## src/rtl/fault_mgr.sv

```systemverilog
// DTMR fault manager: voting-mode control, per-copy recovery resets, fail latch.
// Define FAULT_MGR_LOG_EN to compile in the rec_cnt recovery counter.
module fault_mgr #(
    parameter int FLT_THR  = 4,
    parameter int RST_LEN  = 8,
    parameter int ACT_HOLD = 64
) (
    input  logic       clk,
    input  logic       rst,
    input  logic       trig,
    input  logic [2:0] fault,
    output logic       state,
    output logic [2:0] mod_rst,
    output logic       fail,
    output logic [7:0] rec_cnt
);

    typedef enum logic [1:0] {IDLE, ACTIVE, RECOVER, FAIL} st_t;

    localparam logic [3:0]  THR  = 4'(FLT_THR);
    localparam logic [7:0]  RLEN = 8'(RST_LEN - 1);
    localparam logic [15:0] HOLD = 16'(ACT_HOLD);

    st_t             r_st;
    logic [2:0][3:0] r_cnt;
    logic [3:0]      r_c111;
    logic [15:0]     r_hold;
    logic [7:0]      r_rlen;
    logic [2:0]      r_mask;
    logic            r_state;
    logic            r_fail;

    logic [2:0][3:0] w_cnt_nxt;
    logic [2:0]      w_hit;
    logic [3:0]      w_c111_nxt;
    logic            w_busy;

    always_comb begin
        w_cnt_nxt = '0;
        w_hit     = '0;
        for (int i = 0; i < 3; i++) begin
            if (fault[i])
                w_cnt_nxt[i] = (r_cnt[i] == THR) ? THR : r_cnt[i] + 4'd1;
            w_hit[i] = (w_cnt_nxt[i] == THR);
        end
    end

    assign w_c111_nxt = (&fault)
        ? ((r_c111 == THR) ? THR : r_c111 + 4'd1)
        : 4'd0;
    assign w_busy = trig | (|fault);

    always_ff @(posedge clk or negedge rst) begin
        if (!rst) begin
            r_st    <= IDLE;
            r_cnt   <= '0;
            r_c111  <= '0;
            r_hold  <= '0;
            r_rlen  <= '0;
            r_mask  <= '0;
            r_state <= 1'b0;
            r_fail  <= 1'b0;
        end else begin
            unique case (r_st)
                IDLE: begin
                    if (trig) begin
                        r_st    <= ACTIVE;
                        r_hold  <= HOLD;
                        r_state <= 1'b1;
                    end
                end
                ACTIVE: begin
                    r_cnt  <= w_cnt_nxt;
                    r_c111 <= w_c111_nxt;
                    // all-three agreement loss outranks a single-copy recovery
                    if (w_c111_nxt == THR) begin
                        r_st   <= FAIL;
                        r_fail <= 1'b1;
                    end else if (|w_hit) begin
                        r_st   <= RECOVER;
                        r_mask <= w_hit;
                        r_rlen <= RLEN;
                        r_cnt  <= '0;
                        r_c111 <= '0;
                    end else if (w_busy) begin
                        r_hold <= HOLD;
                    end else if (r_hold == 16'd1) begin
                        r_st    <= IDLE;
                        r_hold  <= '0;
                        r_state <= 1'b0;
                    end else begin
                        r_hold <= r_hold - 16'd1;
                    end
                end
                RECOVER: begin
                    if (r_rlen == 8'd0) begin
                        r_st   <= ACTIVE;
                        r_mask <= '0;
                        r_hold <= HOLD;
                    end else begin
                        r_rlen <= r_rlen - 8'd1;
                    end
                end
                FAIL: begin
                    r_st   <= FAIL;
                    r_mask <= '0;
                end
            endcase
        end
    end

    assign state   = r_state;
    assign mod_rst = r_mask;
    assign fail    = r_fail;

`ifdef FAULT_MGR_LOG_EN
    logic [7:0] r_rec;
    logic       w_rec_done;

    assign w_rec_done = (r_st == RECOVER) && (r_rlen == 8'd0);

    always_ff @(posedge clk or negedge rst) begin
        if (!rst)
            r_rec <= '0;
        else if (w_rec_done && (r_rec != 8'hFF))
            r_rec <= r_rec + 8'd1;
    end

    assign rec_cnt = r_rec;
`else
    assign rec_cnt = 8'd0;
`endif

endmodule

```

## config.mk

```make
export PLATFORM = sky130hd
export DESIGN_NAME = fault_mgr
export DESIGN_NICKNAME = d
export VERILOG_FILES = /design/src/rtl/fault_mgr.sv
export SDC_FILE = /design/constraint.sdc
export NUM_CORES = 1
export LEC_CHECK = 0
export BUFFER_PORTS_ARGS = -buffer_cell sky130_fd_sc_hd__clkbuf_2
export CAP_MARGIN = 0
export CORE_MARGIN = 1
export CORE_UTILIZATION = 60
export CTS_CLUSTER_SIZE = 24
export DETAILED_ROUTE_END_ITERATION = 8
export MAX_ROUTING_LAYER = met4
export PLACE_DENSITY = 0.86
export SLEW_MARGIN = 25
export SYNTH_ARGS = -nofsm -noshare
export SYNTH_HDL_FRONTEND = slang
export SYNTH_SLANG_ARGS = --single-unit
export TNS_END_PERCENT = 100
```

## constraint.sdc

```tcl
create_clock -name clk -period 2.75 [get_ports clk]
set_clock_uncertainty 0.05 [all_clocks]
set_input_delay 0.275 -clock clk [delete_from_list [all_inputs] [get_ports clk]]
set_output_delay 0.275 -clock clk [all_outputs]
set_load 0.03 [all_outputs]
```

==> flow_summary_export.csv, run 1 <==
group,metric,value,unit
clocking,cts-buffers-inserted,5,
clocking,postCtsHoldBufs,0,
global_route,grt_pass1_wl,9.62,mm
placed_design,dp_hpwl,4.01,mm
setup_path,r2r_start,"r_cnt[8]$_DFFE_PN0P_",
setup_path,cp_top_family,"simple AND/OR/NAND/NOR gates",
placed_design,dp_cells,367,
setup_path,slowest_stage,"nor2_1",
sta,fin_crit,2.52,ns
clocking,cts.sinks,47,
setup_path,regToRegEndpoint,"r_hold[1]$_DFFE_PN0P_",
sta,worst_pin_slew,0.828,ns
clocking,clkTransAtPathRegs,0.08,ns
global_route,grt_overflow,0,
setup_path,worst_setup_path_end_kind,"flip-flop",
layout,layout-drive-gt1-share,9.97,%
floorplan,rows,24,
global_route,antenna_found_initial,0,
clocking,htreeDepth,2,
sta,max-slew-margin-rel,44.6,%
global_route,busiest_layer,"met2",
drt,wl_per_cell,15.0,µm
setup_path,path_buf_inv,1,
flow_run,max-cap-violations,0,
floorplan,die_h,70.1,µm
yosys,ys_seq_elements,47,
setup_path,crit_fanout,11,
sta,worst_slack,0.230,ns
yosys,ys_types,55,
outcome,status,"finished with violations",
power,p_int,0.00120,W
drt,ant_nets,0,
yosys,netlist_instances,311,
floorplan,coreArea,4410,µm²
power,seq_power_share,48.5,%
power,pwr_density_cell,645,nW/µm²
sta,rsz0062_at_grt,"no",
floorplan,dieArea,4920,µm²
power,p_sw,0.000693,W
yosys,synthesis.area,2790,µm²
layout,diodes,0,
drt,drt_iter0_drc,122,
power,p_comb_share,31.0,%
global_route,grt_max_degree,48,
placed_design,place_ws,0.262,ns
setup_path,cp_cell_sequence,"inv_1 > ha_1 > nor2_1 > mux2i_1 > o2111ai_1 > a41oi_2 > nor2_1 > o22ai_1",
drt,drcViolationCount,0,
outcome,violations,"negative hold slack",
sta,drv_slew,0,
setup_path,start_kind,"flip-flop",
floorplan,ios,19,
sta,whs,-0.00380,ns
drt,first_pass_iters,4,
global_route,gr-usage-met3,5.34,%
hold_path,holdCritPathClass,"input port to async pin",
sta,period_share,91.6,%
sta,setup_viol,0,
clocking,cts-root-buf,"clkbuf_8",
layout,final_util,66.3,%
layout,final_cell_mix,"dfrtp_1, nor2_1, nand2_1",
yosys,synth-main-ff-cell,"dfrtp_1",
layout,instances_no_fill,373,
power,sw_frac_of_total,36.7,%
power,irDropWorstVdd,0.349,mV
sta,tns,0,ns
setup_path,critPathMaxStageDelay,0.68,ns
placed_design,port_buffers,10,
setup_path,r2r_slack,0.23,ns
clocking,cts.path.max_buffers,2,
sta,hold_viol,8,
layout,layout.cells.most_common,"dfrtp_1",
yosys,syn_avg_cell_area,8.96,µm²
floorplan,die_w,70.1,µm
layout,finalNetCount,340,
drt,routed_wl,5.59,mm
setup_path,crit_required,2.84,ns
yosys,synth-async-reset-ratio,100,%
global_route,track_usage,25.1,%
global_route,grt_util_met2,40.2,%
setup_path,reg2reg_depth,8,
yosys,ys_warn_count,0,
layout,area_growth_syn_to_layout,5.07,%
clocking,clk_latency,0.30,ns
clocking,cts_tree,"yes",
drt,vias,2308,
yosys,synth-edff-count,0,
sta,fmax,397,MHz
placed_design,gp_congestion,0.910,
yosys,seq_area_frac_synth,42.2,%
setup_path,critPathMostFrequentCell,"nor2_1",
floorplan,start_util,63.1,%
clocking,postCtsSetupBuffers,0,
drt,vias_per_cell,6.19,
global_route,grt_pass1_vias,2179,
setup_path,critical_path_class,"flip-flop to flip-flop",
setup_path,arrival,2.61,ns
global_route,grtUsageMet1,31.7,%
power,leakage,1.38,nW
power,power_frac_clock,20.5,%
clocking,ctsResizeCount,0,
-- worst max-delay path by stage --
stage                                startpoint  slack (ns)                      to  cells after the start
final                      r_cnt[8]$_DFFE_PN0P_        0.23   r_hold[1]$_DFFE_PN0P_                      8
after global routing       r_cnt[8]$_DFFE_PN0P_        0.04  r_hold[14]$_DFFE_PN0P_                      8
after CTS                  r_cnt[8]$_DFFE_PN0P_        0.24   r_hold[8]$_DFFE_PN0P_                      8
after detailed placement   r_cnt[8]$_DFFE_PN0P_        0.26   r_hold[8]$_DFFE_PN0P_                      8
after global placement     r_cnt[8]$_DFFE_PN0P_        0.41   r_hold[1]$_DFFE_PN0P_                      8
after floorplan           r_hold[0]$_DFFE_PN0P_        0.73  r_hold[14]$_DFFE_PN0P_                      9
-- Yosys cell counts, drive strengths merged (3+ instances only) --
cell,count,area [µm²]
dfrtp,47,1180
nor2,32,123
nand2,28,105
inv,25,93.8
a21oi,16,80.1
a31oi,16,100
buf,13,87.6
o21ai,13,65.1
ha,12,150
nand3,9,50.1
nor3,8,56.3
o22ai,8,50.1
a21o,7,52.6
o31ai,7,52.6
nand4,5,37.5
o211ai,5,37.5
o21a,5,37.5
or3,5,41.3
a22o,4,36.3
clkbuf,4,15.0
mux2i,4,40.0
nand2b,4,25.0
and3,3,18.8
nor2b,3,18.8
nor4,3,18.8
o221ai,3,26.3
-- worst reg2reg max path, cell delays in order, from the launching register on --
cell and delay, ns:
dfrtp_1 0.40, inv_1 0.08, ha_1 0.21, nor2_1 0.11, mux2i_1 0.10, o2111ai_1 0.33, a41oi_2 0.23, nor2_1 0.68
o22ai_1 0.18
-- power by group through the flow --
stage | Clock [W] | Sequential [W] | Combinational (W)
2_1_floorplan | 0 | 0.000903 | 0.000465
3_3_place_gp | 0 | 0.000920 | 0.000562
3_5_place_dp | 0 | 0.000928 | 0.000579
4_1_cts | 0.000393 | 0.000915 | 0.000584
5_1_grt | 0.000416 | 0.000939 | 0.000665
6_report | 0.000387 | 0.000916 | 0.000585
-- routing by layer --
layer	vias up	wire length [µm]
met4	0	95
met1	1116	2580
met5	-	0
met3	9	225
li1	1133	-
met2	50	2690
-- kinds of logic after synthesis --
group / count (synthesis) / synth area share (%)
and+or+nand+nor: 107 / 19.7
AOI/OAI and AO/OA: 96 / 23.4
DFF: 47 / 42.2
buffers and inverters: 42 / 7.05
adders and majority gates: 12 / 5.39
muxes: 5 / 1.84
other: 1 / 0.135
xor gates and xnor gates: 1 / 0.314
-- metrics by stage --
stage | instance area [µm²] | power, W
final | 2930 | 0.00189
after global placement | 2860 | 0.00148
after detailed placement | 2860 | 0.00151
after CTS | 2930 | 0.00189
after global routing | 2930 | 0.00202
after floorplan | 2810 | 0.00137
-- state kept, by name, summed over array words and instances, names as in the netlist --
signal and cells:
r_c111 4, r_hold 16, state 1, mod_rst 3, r_st 2, fail 1
r_cnt 12, r_rlen 8
-- cell type report --
type / count / area, µm²
Fill cell: 340 / 1490
Multi-Input combinational cell: 229 / 1440
Sequential cell: 47 / 1180
Inverter: 25 / 93.8
Timing Repair Buffer: 14 / 80.1
Clock buffer: 6 / 72.6
Tap cell: 52 / 65.1
Power figures use the tool's default switching activity.
==> run 2: changes to the inputs <==
--- a/config.mk
+++ b/config.mk
@@ -13,6 +13,7 @@
 export DETAILED_ROUTE_END_ITERATION = 8
 export MAX_ROUTING_LAYER = met4
 export PLACE_DENSITY = 0.86
+export REMOVE_ABC_BUFFERS = 1
 export SLEW_MARGIN = 25
 export SYNTH_ARGS = -nofsm -noshare
 export SYNTH_HDL_FRONTEND = slang
==> run 2 against run 1 <==
The run now ends clean. Combinational power up 2%. Non-clock buffer count up 2. Fmax up 1.9%. Clock power up 35%. First-iteration DRC count up 33%. Sequential cell count unchanged. Die area unchanged. Cell count up 1.1%. Sequential power about the same. Core utilization up 1.4 points.
==> flow_summary_export.csv, run 2 (synthesized netlist as in run 1, its figures left out) <==
group,metric,value,unit
setup_path,arrival,2.56,ns
clocking,clkTransAtPathRegs,0.08,ns
layout,multi_input_area,1440,µm²
floorplan,ios,19,
setup_path,cp_cell_sequence,"inv_1 > ha_1 > nor2_1 > mux2i_1 > o2111ai_1 > a41oi_2 > nor2_1 > a31oi_1",
setup_path,start_kind,"flip-flop",
floorplan,die_h,70.1,µm
layout,instances_no_fill,377,
layout,regArea,1180,µm²
sta,period_share,90.0,%
power,leakage,1.41,nW
flow_run,max-cap-violations,0,
setup_path,cp_top_family,"compound AO/OA/AOI/OAI gates",
global_route,grt_overflow,0,
setup_path,path_buf_inv,1,
clocking,postCtsSetupBuffers,0,
power,pwr_density_cell,681,nW/µm²
layout,top_register,"r_hold",
layout,diodes,0,
global_route,grt_max_degree,48,
sta,fmax,404,MHz
global_route,grt_pass1_vias,2273,
sta,drv_slew,0,
placed_design,dp_hpwl,3.97,mm
drt,first_pass_iters,5,
outcome,status,"completed",
setup_path,critPathMaxStageDelay,0.64,ns
clocking,cts-root-buf,"clkbuf_8",
hold_path,holdCritPathClass,"input port to async pin",
clocking,cts.sinks,47,
floorplan,rows,24,
layout,area_growth_syn_to_layout,7.23,%
sta,rsz0062_at_grt,"no",
sta,hold_viol,0,
sta,tns,0,ns
global_route,grt_pass1_wl,9.94,mm
setup_path,worst_setup_path_end_kind,"flip-flop",
floorplan,coreArea,4410,µm²
setup_path,crit_fanout,11,
setup_path,critPathMostFrequentCell,"nor2_1",
floorplan,die_w,70.1,µm
placed_design,port_buffers,10,
sta,fin_crit,2.47,ns
clocking,ctsResizeCount,0,
clocking,cts.path.max_buffers,2,
layout,final_cell_mix,"dfrtp_1, nor2_1, nand2_1",
setup_path,slowest_stage,"nor2_1",
clocking,htreeDepth,2,
drt,drcViolationCount,0,
clocking,postCtsHoldBufs,0,
power,irDropWorstVdd,0.385,mV
global_route,antenna_found_initial,0,
drt,routed_wl,5.69,mm
sta,setup_viol,0,
layout,largest_register_ffs,16,
drt,vias,2355,
layout,finalNetCount,342,
layout,reg_top3,"r_hold (16), r_cnt (12), r_rlen (8)",
drt,vias_per_cell,6.25,
clocking,clk_latency,0.30,ns
sta,worst_pin_slew,0.761,ns
global_route,track_usage,25.6,%
setup_path,critical_path_class,"flip-flop to flip-flop",
clocking,cts-buffers-inserted,5,
layout,layout-drive-gt1-share,11.4,%
layout,layout.cells.most_common,"dfrtp_1",
layout,fillers,345,
floorplan,start_util,63.1,%
placed_design,gp_congestion,0.933,
setup_path,crit_required,2.84,ns
sta,max-slew-margin-rel,49.1,%
drt,drt_iter0_drc,162,
drt,wl_per_cell,15.1,µm
floorplan,dieArea,4920,µm²
placed_design,dp_cells,369,
drt,ant_nets,0,
clocking,cts_tree,"yes",
==> run 2: changes by cell type in the layout (fill, tap and decap cells not counted), sizes merged <==
cell / delta
bufinv: +1
buf: +2
clkinv: +1
==> run 2: worst reg2reg max path: stages, from the launching register on <==
cell and delay, ns:
dfrtp_1 0.39, inv_1 0.08, ha_1 0.21, nor2_1 0.08, mux2i_1 0.09, o2111ai_1 0.36, a41oi_2 0.24, nor2_1 0.64
a31oi_1 0.19
==> run 2: path summary, 6_finish.rpt <==
check / start / end / slack, ns / depth (start not counted)
max: r_cnt[8]$_DFFE_PN0P_ / r_hold[7]$_DFFE_PN0P_ / 0.28 / 8
min: rst / r_cnt[8]$_DFFE_PN0P_ / 0.006 / 2
max reg2reg: r_cnt[8]$_DFFE_PN0P_ / r_hold[7]$_DFFE_PN0P_ / 0.28 / 8
min reg2reg: fail$_DFFE_PN0P_ / fail$_DFFE_PN0P_ / 0.43 / 1
max in group asynchronous: rst / state$_DFFE_PN0P_ / 2.23 / 2
min in group clk: fault[0] / r_cnt[1]$_DFFE_PN0P_ / 0.24 / 3
==> run 2: layout make-up <==
class                      count  area share [%]
multi-input combinational    229            48.2
clock inverter                 2            1.17
tap                           52            2.18
sequential                    47            39.4
timing repair buffer          16            3.18
inverter                      25            3.14
clock buffer                   6            2.76
==> run 2: power breakdown <==
part | leakage [nW] | total [W] | switching, W | internal, W
logic | 0.729 | 0.000598 | 0.000368 | 0.000229
clock network | 0.0612 | 0.000523 | 0.000228 | 0.000294
registers | 0.620 | 0.000915 | 0.000114 | 0.000801
==> run 2: layer usage <==
metal  track usage (%)  vias to the layer above  routed length, µm
li1                  -                     1144                  -
met1              32.9                     1144               2630
met2              41.3                       61               2780
met3              4.33                        6                234
met4              9.11                        0                 55
met5                 -                        -                  0
==> run 2: per-stage QoR <==
stage / setup WS (ns) / hold WS (ns) / total power, W / utilization [%] / cell area (µm²)
2_1_floorplan: 0.488 / -0.0706 / 0.00136 / - / 2710
3_3_place_gp: 0.381 / 0.350 / 0.00149 / 65.0 / 2870
3_5_place_dp: 0.317 / 0.361 / 0.00151 / 65.0 / 2870
4_1_cts: 0.311 / 0.0383 / 0.00204 / 67.7 / 2990
5_1_grt: 0.0341 / 0.0633 / 0.00217 / 67.7 / 2990
6_report: 0.276 / 0.00582 / 0.00204 / 67.7 / 2990
